[config.mk]
export PLATFORM = sky130hd
export DESIGN_NAME = serial_full_subtractor_flat
export DESIGN_NICKNAME = d
export VERILOG_FILES = /design/src/rtl/serial_full_subtractor_if.sv /design/src/rtl/serial_full_subtractor.sv /design/src/flat_wrapper.sv
export SDC_FILE = /design/constraint.sdc
export NUM_CORES = 1
export LEC_CHECK = 0
export ABC_CLOCK_PERIOD_IN_PS = 1700
export CAP_MARGIN = 20
export CORE_MARGIN = 8
export CORE_UTILIZATION = 51
export CTS_BUF_LIST = sky130_fd_sc_hd__clkbuf_2 sky130_fd_sc_hd__clkbuf_4 sky130_fd_sc_hd__clkbuf_8
export CTS_CLUSTER_DIAMETER = 30
export CTS_CLUSTER_SIZE = 14
export DETAILED_ROUTE_END_ITERATION = 6
export PLACE_DENSITY = 0.81
export SYNTH_ARGS = -nofsm -noshare
export SYNTH_HDL_FRONTEND = slang
export SYNTH_SLANG_ARGS = --single-unit
[constraint.sdc]
create_clock -name clk -period 1.7 [get_ports clk]
set_input_delay 0.255 -clock clk [delete_from_list [all_inputs] [get_ports clk]]
set_output_delay 0.255 -clock clk [all_outputs]
set_load 0.05 [all_outputs]
[src/rtl/serial_full_subtractor_if.sv]
// Operand/result bundle for serial_full_subtractor.
// The ovf signal exists only when SERIAL_SUB_OVF_EN is defined.
interface serial_full_subtractor_if #(
  parameter int WIDTH = 8
);
  logic             start;
  logic [WIDTH-1:0] a;
  logic [WIDTH-1:0] b;
  logic             bin;
  logic             busy;
  logic             done;
  logic [WIDTH-1:0] diff;
  logic             borrow;
`ifdef SERIAL_SUB_OVF_EN
  logic             ovf;

  modport master (
    output start, a, b, bin,
    input  busy, done, diff, borrow, ovf
  );

  modport slave (
    input  start, a, b, bin,
    output busy, done, diff, borrow, ovf
  );
`else
  modport master (
    output start, a, b, bin,
    input  busy, done, diff, borrow
  );

  modport slave (
    input  start, a, b, bin,
    output busy, done, diff, borrow
  );
`endif
endinterface

[src/rtl/serial_full_subtractor.sv]
// Bit-serial subtractor: diff = a - b - bin, one bit per clock, LSB first.
// Define SERIAL_SUB_OVF_EN to add the signed-overflow output ovf.
module serial_full_subtractor #(
  parameter int WIDTH = 8
) (
  input  logic                     clk,
  input  logic                     rst,
  serial_full_subtractor_if.slave  bus
);

  localparam int CW = (WIDTH > 1) ? $clog2(WIDTH) : 1;

  typedef enum logic [1:0] {
    IDLE = 2'd0,
    RUN  = 2'd1,
    DONE = 2'd2
  } state_t;

  state_t           state_q, state_d;
  logic [WIDTH-1:0] sa_q, sa_d;
  logic [WIDTH-1:0] sb_q, sb_d;
  logic             br_q, br_d;
  logic [CW-1:0]    cnt_q, cnt_d;
  logic [WIDTH-1:0] diff_q, diff_d;
  logic             borrow_q, borrow_d;
  logic             d_bit;
  logic             br_next;
  logic             last_bit;
`ifdef SERIAL_SUB_OVF_EN
  logic             ovf_q, ovf_d;
`endif

  // The single full-subtractor cell works on the current LSBs.
  assign d_bit    = sa_q[0] ^ sb_q[0] ^ br_q;
  assign br_next  = (~sa_q[0] & sb_q[0]) | (~(sa_q[0] ^ sb_q[0]) & br_q);
  assign last_bit = (cnt_q == CW'(WIDTH - 1));

  always_comb begin
    state_d  = state_q;
    sa_d     = sa_q;
    sb_d     = sb_q;
    br_d     = br_q;
    cnt_d    = cnt_q;
    diff_d   = diff_q;
    borrow_d = borrow_q;
`ifdef SERIAL_SUB_OVF_EN
    ovf_d    = ovf_q;
`endif
    case (state_q)
      IDLE, DONE: begin
        if (bus.start) begin
          sa_d    = bus.a;
          sb_d    = bus.b;
          br_d    = bus.bin;
          cnt_d   = '0;
          diff_d  = '0;
          state_d = RUN;
        end else if (state_q == DONE) begin
          state_d = IDLE;
        end
      end
      RUN: begin
        sa_d   = sa_q >> 1;
        sb_d   = sb_q >> 1;
        br_d   = br_next;
        diff_d = (diff_q >> 1) | (WIDTH'(d_bit) << (WIDTH - 1));
        cnt_d  = cnt_q + CW'(1);
        if (last_bit) begin
          state_d  = DONE;
          borrow_d = br_next;
`ifdef SERIAL_SUB_OVF_EN
          // After WIDTH-1 shifts the LSBs of sa/sb are the captured MSBs.
          ovf_d    = (sa_q[0] ^ sb_q[0]) & (sa_q[0] ^ d_bit);
`endif
        end
      end
      default: state_d = IDLE;
    endcase
  end

  always_ff @(posedge clk) begin
    if (rst) begin
      state_q  <= IDLE;
      sa_q     <= '0;
      sb_q     <= '0;
      br_q     <= 1'b0;
      cnt_q    <= '0;
      diff_q   <= '0;
      borrow_q <= 1'b0;
`ifdef SERIAL_SUB_OVF_EN
      ovf_q    <= 1'b0;
`endif
    end else begin
      state_q  <= state_d;
      sa_q     <= sa_d;
      sb_q     <= sb_d;
      br_q     <= br_d;
      cnt_q    <= cnt_d;
      diff_q   <= diff_d;
      borrow_q <= borrow_d;
`ifdef SERIAL_SUB_OVF_EN
      ovf_q    <= ovf_d;
`endif
    end
  end

  assign bus.busy   = (state_q == RUN);
  assign bus.done   = (state_q == DONE);
  assign bus.diff   = diff_q;
  assign bus.borrow = borrow_q;
`ifdef SERIAL_SUB_OVF_EN
  assign bus.ovf    = ovf_q;
`endif

endmodule

[src/flat_wrapper.sv]
// flat-port wrapper written by rule: the top's interface ports become plain ports
module serial_full_subtractor_flat 
#(
  parameter int WIDTH = 8
)
  (clk, rst, bus_start, bus_a, bus_b, bus_bin, bus_busy, bus_done, bus_diff, bus_borrow);
  serial_full_subtractor_if #(.WIDTH(WIDTH)) bus_i ();
  input  logic clk;
  input  logic rst;
  input wire logic [$bits(bus_i.start)-1:0] bus_start;
  input wire logic [$bits(bus_i.a)-1:0] bus_a;
  input wire logic [$bits(bus_i.b)-1:0] bus_b;
  input wire logic [$bits(bus_i.bin)-1:0] bus_bin;
  output wire logic [$bits(bus_i.busy)-1:0] bus_busy;
  output wire logic [$bits(bus_i.done)-1:0] bus_done;
  output wire logic [$bits(bus_i.diff)-1:0] bus_diff;
  output wire logic [$bits(bus_i.borrow)-1:0] bus_borrow;
  assign bus_i.start = bus_start;
  assign bus_i.a = bus_a;
  assign bus_i.b = bus_b;
  assign bus_i.bin = bus_bin;
  assign bus_busy = bus_i.busy;
  assign bus_done = bus_i.done;
  assign bus_diff = bus_i.diff;
  assign bus_borrow = bus_i.borrow;
  serial_full_subtractor #(.WIDTH(WIDTH)) u_core (.clk(clk), .rst(rst), .bus(bus_i));
endmodule
### Word level (Yosys, flattened, before mapping)

Cells that the tools add are included.

| storage, ports and cells | value |
|---|---|
| flip-flop bits (word level) | 31 |
| input bits | 20 |
| output and inout bits | 11 |
| logic and storage cells | 42 |

| operators by class | value |
|---|---|
| $add $sub $neg | 1 |
| eq/ne operators | 6 |
| muxes and demuxes | 14 |
| bitwise logic cells | 8 |
| reduce and logical (&&, ||, !) cells | 6 |

Operators by type and width:

| operator | count |
|---|---|
| 8-bit one-hot mux with 2 select lines | 3 |
| 8-bit 2-to-1 mux | 3 |
| 7-bit by 8-bit bitwise OR with 8-bit output | 1 |
| 2-bit 2-to-1 mux | 3 |
| 3-bit one-hot mux with 2 select lines | 1 |
| 2-bit AND reduction | 3 |
| 2-bit one-hot mux with 2 select lines | 1 |
| 3-bit by 1-bit adder with 3-bit output (second input constant) | 1 |
| 3-bit equality test (second input constant) | 1 |
| 3-bit 2-to-1 mux | 1 |
| 3-bit inequality test (second input constant) | 1 |
| 1-bit bitwise AND | 2 |
| 2-bit by 1-bit equality test with 1-bit output (second input constant) | 1 |
| 2-bit equality test (second input constant) | 1 |
| 2-bit zero test | 1 |
| 2-bit by 1-bit inequality test with 1-bit output (second input constant) | 1 |
| 2-bit inequality test (second input constant) | 1 |
| 1-bit inverter | 2 |
| 1-bit one-hot mux with 2 select lines | 1 |
| 2-bit nonzero test | 1 |
| 2-bit OR reduction | 1 |
| 1-bit bitwise XOR | 2 |
| 1-bit 2-to-1 mux | 1 |
| 1-bit bitwise OR | 1 |

### Longest topological paths before layout

| depth | value |
|---|---|
| word-level depth | 5 |
| gate-level depth with buffers | 6 |
| mapped depth without buffers | 4 |

### Worst setup path after synthesis

OpenSTA, ideal clock, no wires.

| timing path | value |
|---|---|
| kind | register to output |
| start | register u_core.state_q[1] |
| end | output bus_done |
| data arrival time | 1,009 ps |
| required time | 1,445 ps |
| path slack | 436 ps |
| cell stages (with the launch flop) | 2 |
| path buffers | 0 |
| cell sequence | dfxtp_1 nor2b_1 |

| between the ends | value |
|---|---|
| longest elaborated chain between the ends | 1 |

Ends and longest elaborated chain:

| what | line | text |
|---|---|---|
| start: declaration | serial_full_subtractor.sv:19 | `state_t state_q, state_d;` |
| start signal: assignment | serial_full_subtractor.sv:94 | `state_q <= state_d;` |
| 2-bit equality test | serial_full_subtractor.sv:108 | `assign bus.done = (state_q == DONE);` |
| end: declaration | flat_wrapper.sv:15 | `output wire logic [$bits(bus_i.done)-1:0] bus_done;` |

No other way between the ends.

### Final worst setup path

| timing path | value |
|---|---|
| start | register u_core.state_q[1] |
| end | output bus_busy |

| between the ends | value |
|---|---|
| longest elaborated chain between the ends | 1 |

Ends and longest elaborated chain:

| what | line | text |
|---|---|---|
| 2-bit by 1-bit equality test with 1-bit output | serial_full_subtractor.sv:107 | `assign bus.busy = (state_q == RUN);` |
| end: declaration | flat_wrapper.sv:14 | `output wire logic [$bits(bus_i.busy)-1:0] bus_busy;` |

No other way between the ends.

==> metrics.md <==
| Metric | Value |
|---|---|
| Fillers | `around 210` |
| Residual DRC | `0` |
| Core area | `approximately 2400 sq um` |
| Hold-fix buffers, CTS | `0` |
| Layout Skew | `4.75 ps` |
| Die Width | `66.4 microns` |
| Worst-skew pair later-pin latency | `between 300 and 400 ps` |
| Setup Viol. Count Final | `0` |
| First-pass GRT wire length | `4750 microns` |
| Critical Path AT | `1310 ps` |
| Drt total wl | `2890 microns` |
| Crit start category | `flop` |
| Chip height | `~66 microns` |
| Layout cells sized above 1 | `between 10% and 20%` |
| IO Pins | `31` |
| Port Buffers | `30` |
| Largest net degree at the start of global routing | `32` |
| CP required | `between 1000 and 1500 ps` |
| Diodes inserted | `0` |
| Slew Limit Fails | `0` |
| Synthesis-stage register bit count | `31` |
| Worst Setup Path Type | `flop to primary output` |
| Syn Nets | `approximately 180` |
| Post-DRT Antenna Nets | `0` |
| Pwr/cell area | `slightly below 900 nW/um^2` |
| Syn Inst Count | `159` |
| Final hold viol count | `0` |
| Crit path capture type | `primary output` |
| Max Cap Viol | `0` |
| Post-Route Setup TNS | `0 ps` |
| Post-route non-filler standard cell count | `216` |
| Cell Area, Synth | `1290 sq um` |
| Period minus WS final | `1560 ps` |
| Setup ws final | `138 ps` |
| Dpl ws | `180 ps` |
| Status | `finished clean` |
| Post-route clock period utilization | `roughly 90%` |
| Via count | `between 1000 and 1500` |
| Register area share after synthesis | `47.9%` |
| Hold Crit Class | `flop to flop` |
| Slew HR | `78.6%` |
| Nets | `between 200 and 250` |
| TritonCTS Buffers | `5` |
| Total power | `~1.4 mW` |
| Synthesized area per cell | `8.14 sq um` |
| Unrepaired setup endpoints after global routing | `false` |
| Peak supply drop | `0.628 mV` |
| LEAKAGE | `between 0.6 and 0.7 nW` |
| Area Overhead vs Synth | `25.5%` |
| Most frequent cells in the layout | `nand2_1, dfxtp_1, clkdlybuf4s50_1` |
| Cell Rows | `18` |
| Depth of the CTS H-tree | `2` |
| Synthesis warning total | `0` |
| Clk pin slew, worst setup/hold paths | `approximately 80 ps` |
| Clk buf depth | `2` |
| Synth cell types | `18` |
| Detail-routed net length per standard cell | `13.4 microns` |
| Most common cell after layout, fill and taps aside | `nand2_1` |
| Cell count after placement | `210` |
| Slew of the pin with the lowest slew margin | `roughly 320 ps` |
| Gr ovfl total | `0` |
| Antenna violations before repair | `0` |
| Clock root buffer | `clkbuf_4` |
| Total GRT Usage | `13.7%` |
| Number of global-route vias before repair | `1130` |
| Number of iterations in the first detailed-routing pass | `4` |
| Via density per instance | `5.39` |
| CTS tree | `built` |
| CP Max Fanout | `15` |
| Clk sink count | `31` |
| Peak Freq | `640 MHz` |
| Die area | `about 4400 sq um` |
| Detail Placement HPWL | `1970 microns` |
| GPL Wtd Cong | `0.752` |
| Iter 0 DRT Violations | `between 80 and 90` |
| Initial core utilization | `between 50 and 60%` |
## where the power goes
group	total, mW	switching [mW]	internal (mW)	leakage, nW
Clock	0.386	0.223	0.163	0.0276
Sequential	0.795	0.0248	0.771	0.254
Combinational	0.245	0.135	0.110	0.350
## worst paths after layout
path / startpoint / endpoint / slack (ps) / cells after the start
worst max-delay path: u_core.state_q[1] / bus_busy / 140 / 3
worst min-delay path: u_core.sa_q[7] / u_core.sa_q[7] / 470 / 2
worst max register to register: u_core.state_q[1] / u_core.sa_q[1] / 360 / 4
worst min register to register: u_core.sa_q[7] / u_core.sa_q[7] / 470 / 2
## through the flow
| step | util (%) | hold slack [ps] | instance area (sq um) |
|---|---|---|---|
| 2_1_floorplan | - | 327 | 1290 |
| 3_3_place_gp | 64.8 | 455 | 1580 |
| 3_5_place_dp | 64.8 | 461 | 1580 |
| 4_1_cts | 66.7 | 473 | 1620 |
| 5_1_grt | 66.8 | 470 | 1630 |
| 6_report | 66.8 | 472 | 1630 |
## timing repair
item | 4_1_cts | 5_1_grt
setup endpoints to repair | 1 | 1
setup buffers | 0 | 0
gates cloned | 0 | 0
resized for setup | 1 | 1
## worst max-delay path, cell delays in order (launching register included)
cell	delay, ps
dfxtp_1	310
nand2b_2	270
inv_4	180
buf_4	220
## layout make-up
| type | instances | area (sq um) | share of cell area [%] |
|---|---|---|---|
| sequential | 31 | 621 | 38.2 |
| multi-input combinational | 111 | 586 | 36.0 |
| timing repair buffer | 35 | 323 | 19.9 |
| clock buffer | 6 | 45.0 | 2.77 |
| tap | 30 | 37.5 | 2.31 |
| inverter | 3 | 13.8 | 0.847 |
## flip-flops by register name (all words and copies together), names as in the netlist
signal / count
u_core.bus.diff: 8
u_core.cnt_q: 3
u_core.br_q: 1
u_core.sa_q: 8
u_core.bus.borrow: 1
u_core.state_q: 2
u_core.sb_q: 8
## logic make-up after synthesis
family	after synthesis	synth area share, %
buffers and inverters	17	7.05
adders and majority gates	3	3.48
DFF	31	47.9
AOI/OAI and AO/OA	32	17.2
and+or+nand+nor	76	24.3
## synthesized netlist by cell type
cell type  instances  area [sq um]
a2bb2oi_1          1          8.76
buf_2              7          35.0
nand2_1           41           154
nor2_1            16          60.1
fa_1               1          20.0
a311oi_1          15           131
buf_6              1          11.3
nand3_1           14          70.1
buf_4              3          22.5
a21oi_1           15          75.1
inv_2              1          3.75
inv_1              2          7.51
dfxtp_1           31           621
ha_1               2          25.0
nand2b_1           3          18.8
nor2b_1            2          12.5
o21a_1             1          7.51
clkbuf_1           3          11.3
## layer usage
layer  up-vias  track usage (%)  routed length (microns)
li1        599                -                        -
met1       538             14.9                     1320
met2        26             22.1                     1360
met3         2             5.59                      192
met4         0             7.20                       17
met5         -                0                        0
Note: power is estimated with default switching activity, not from simulation.
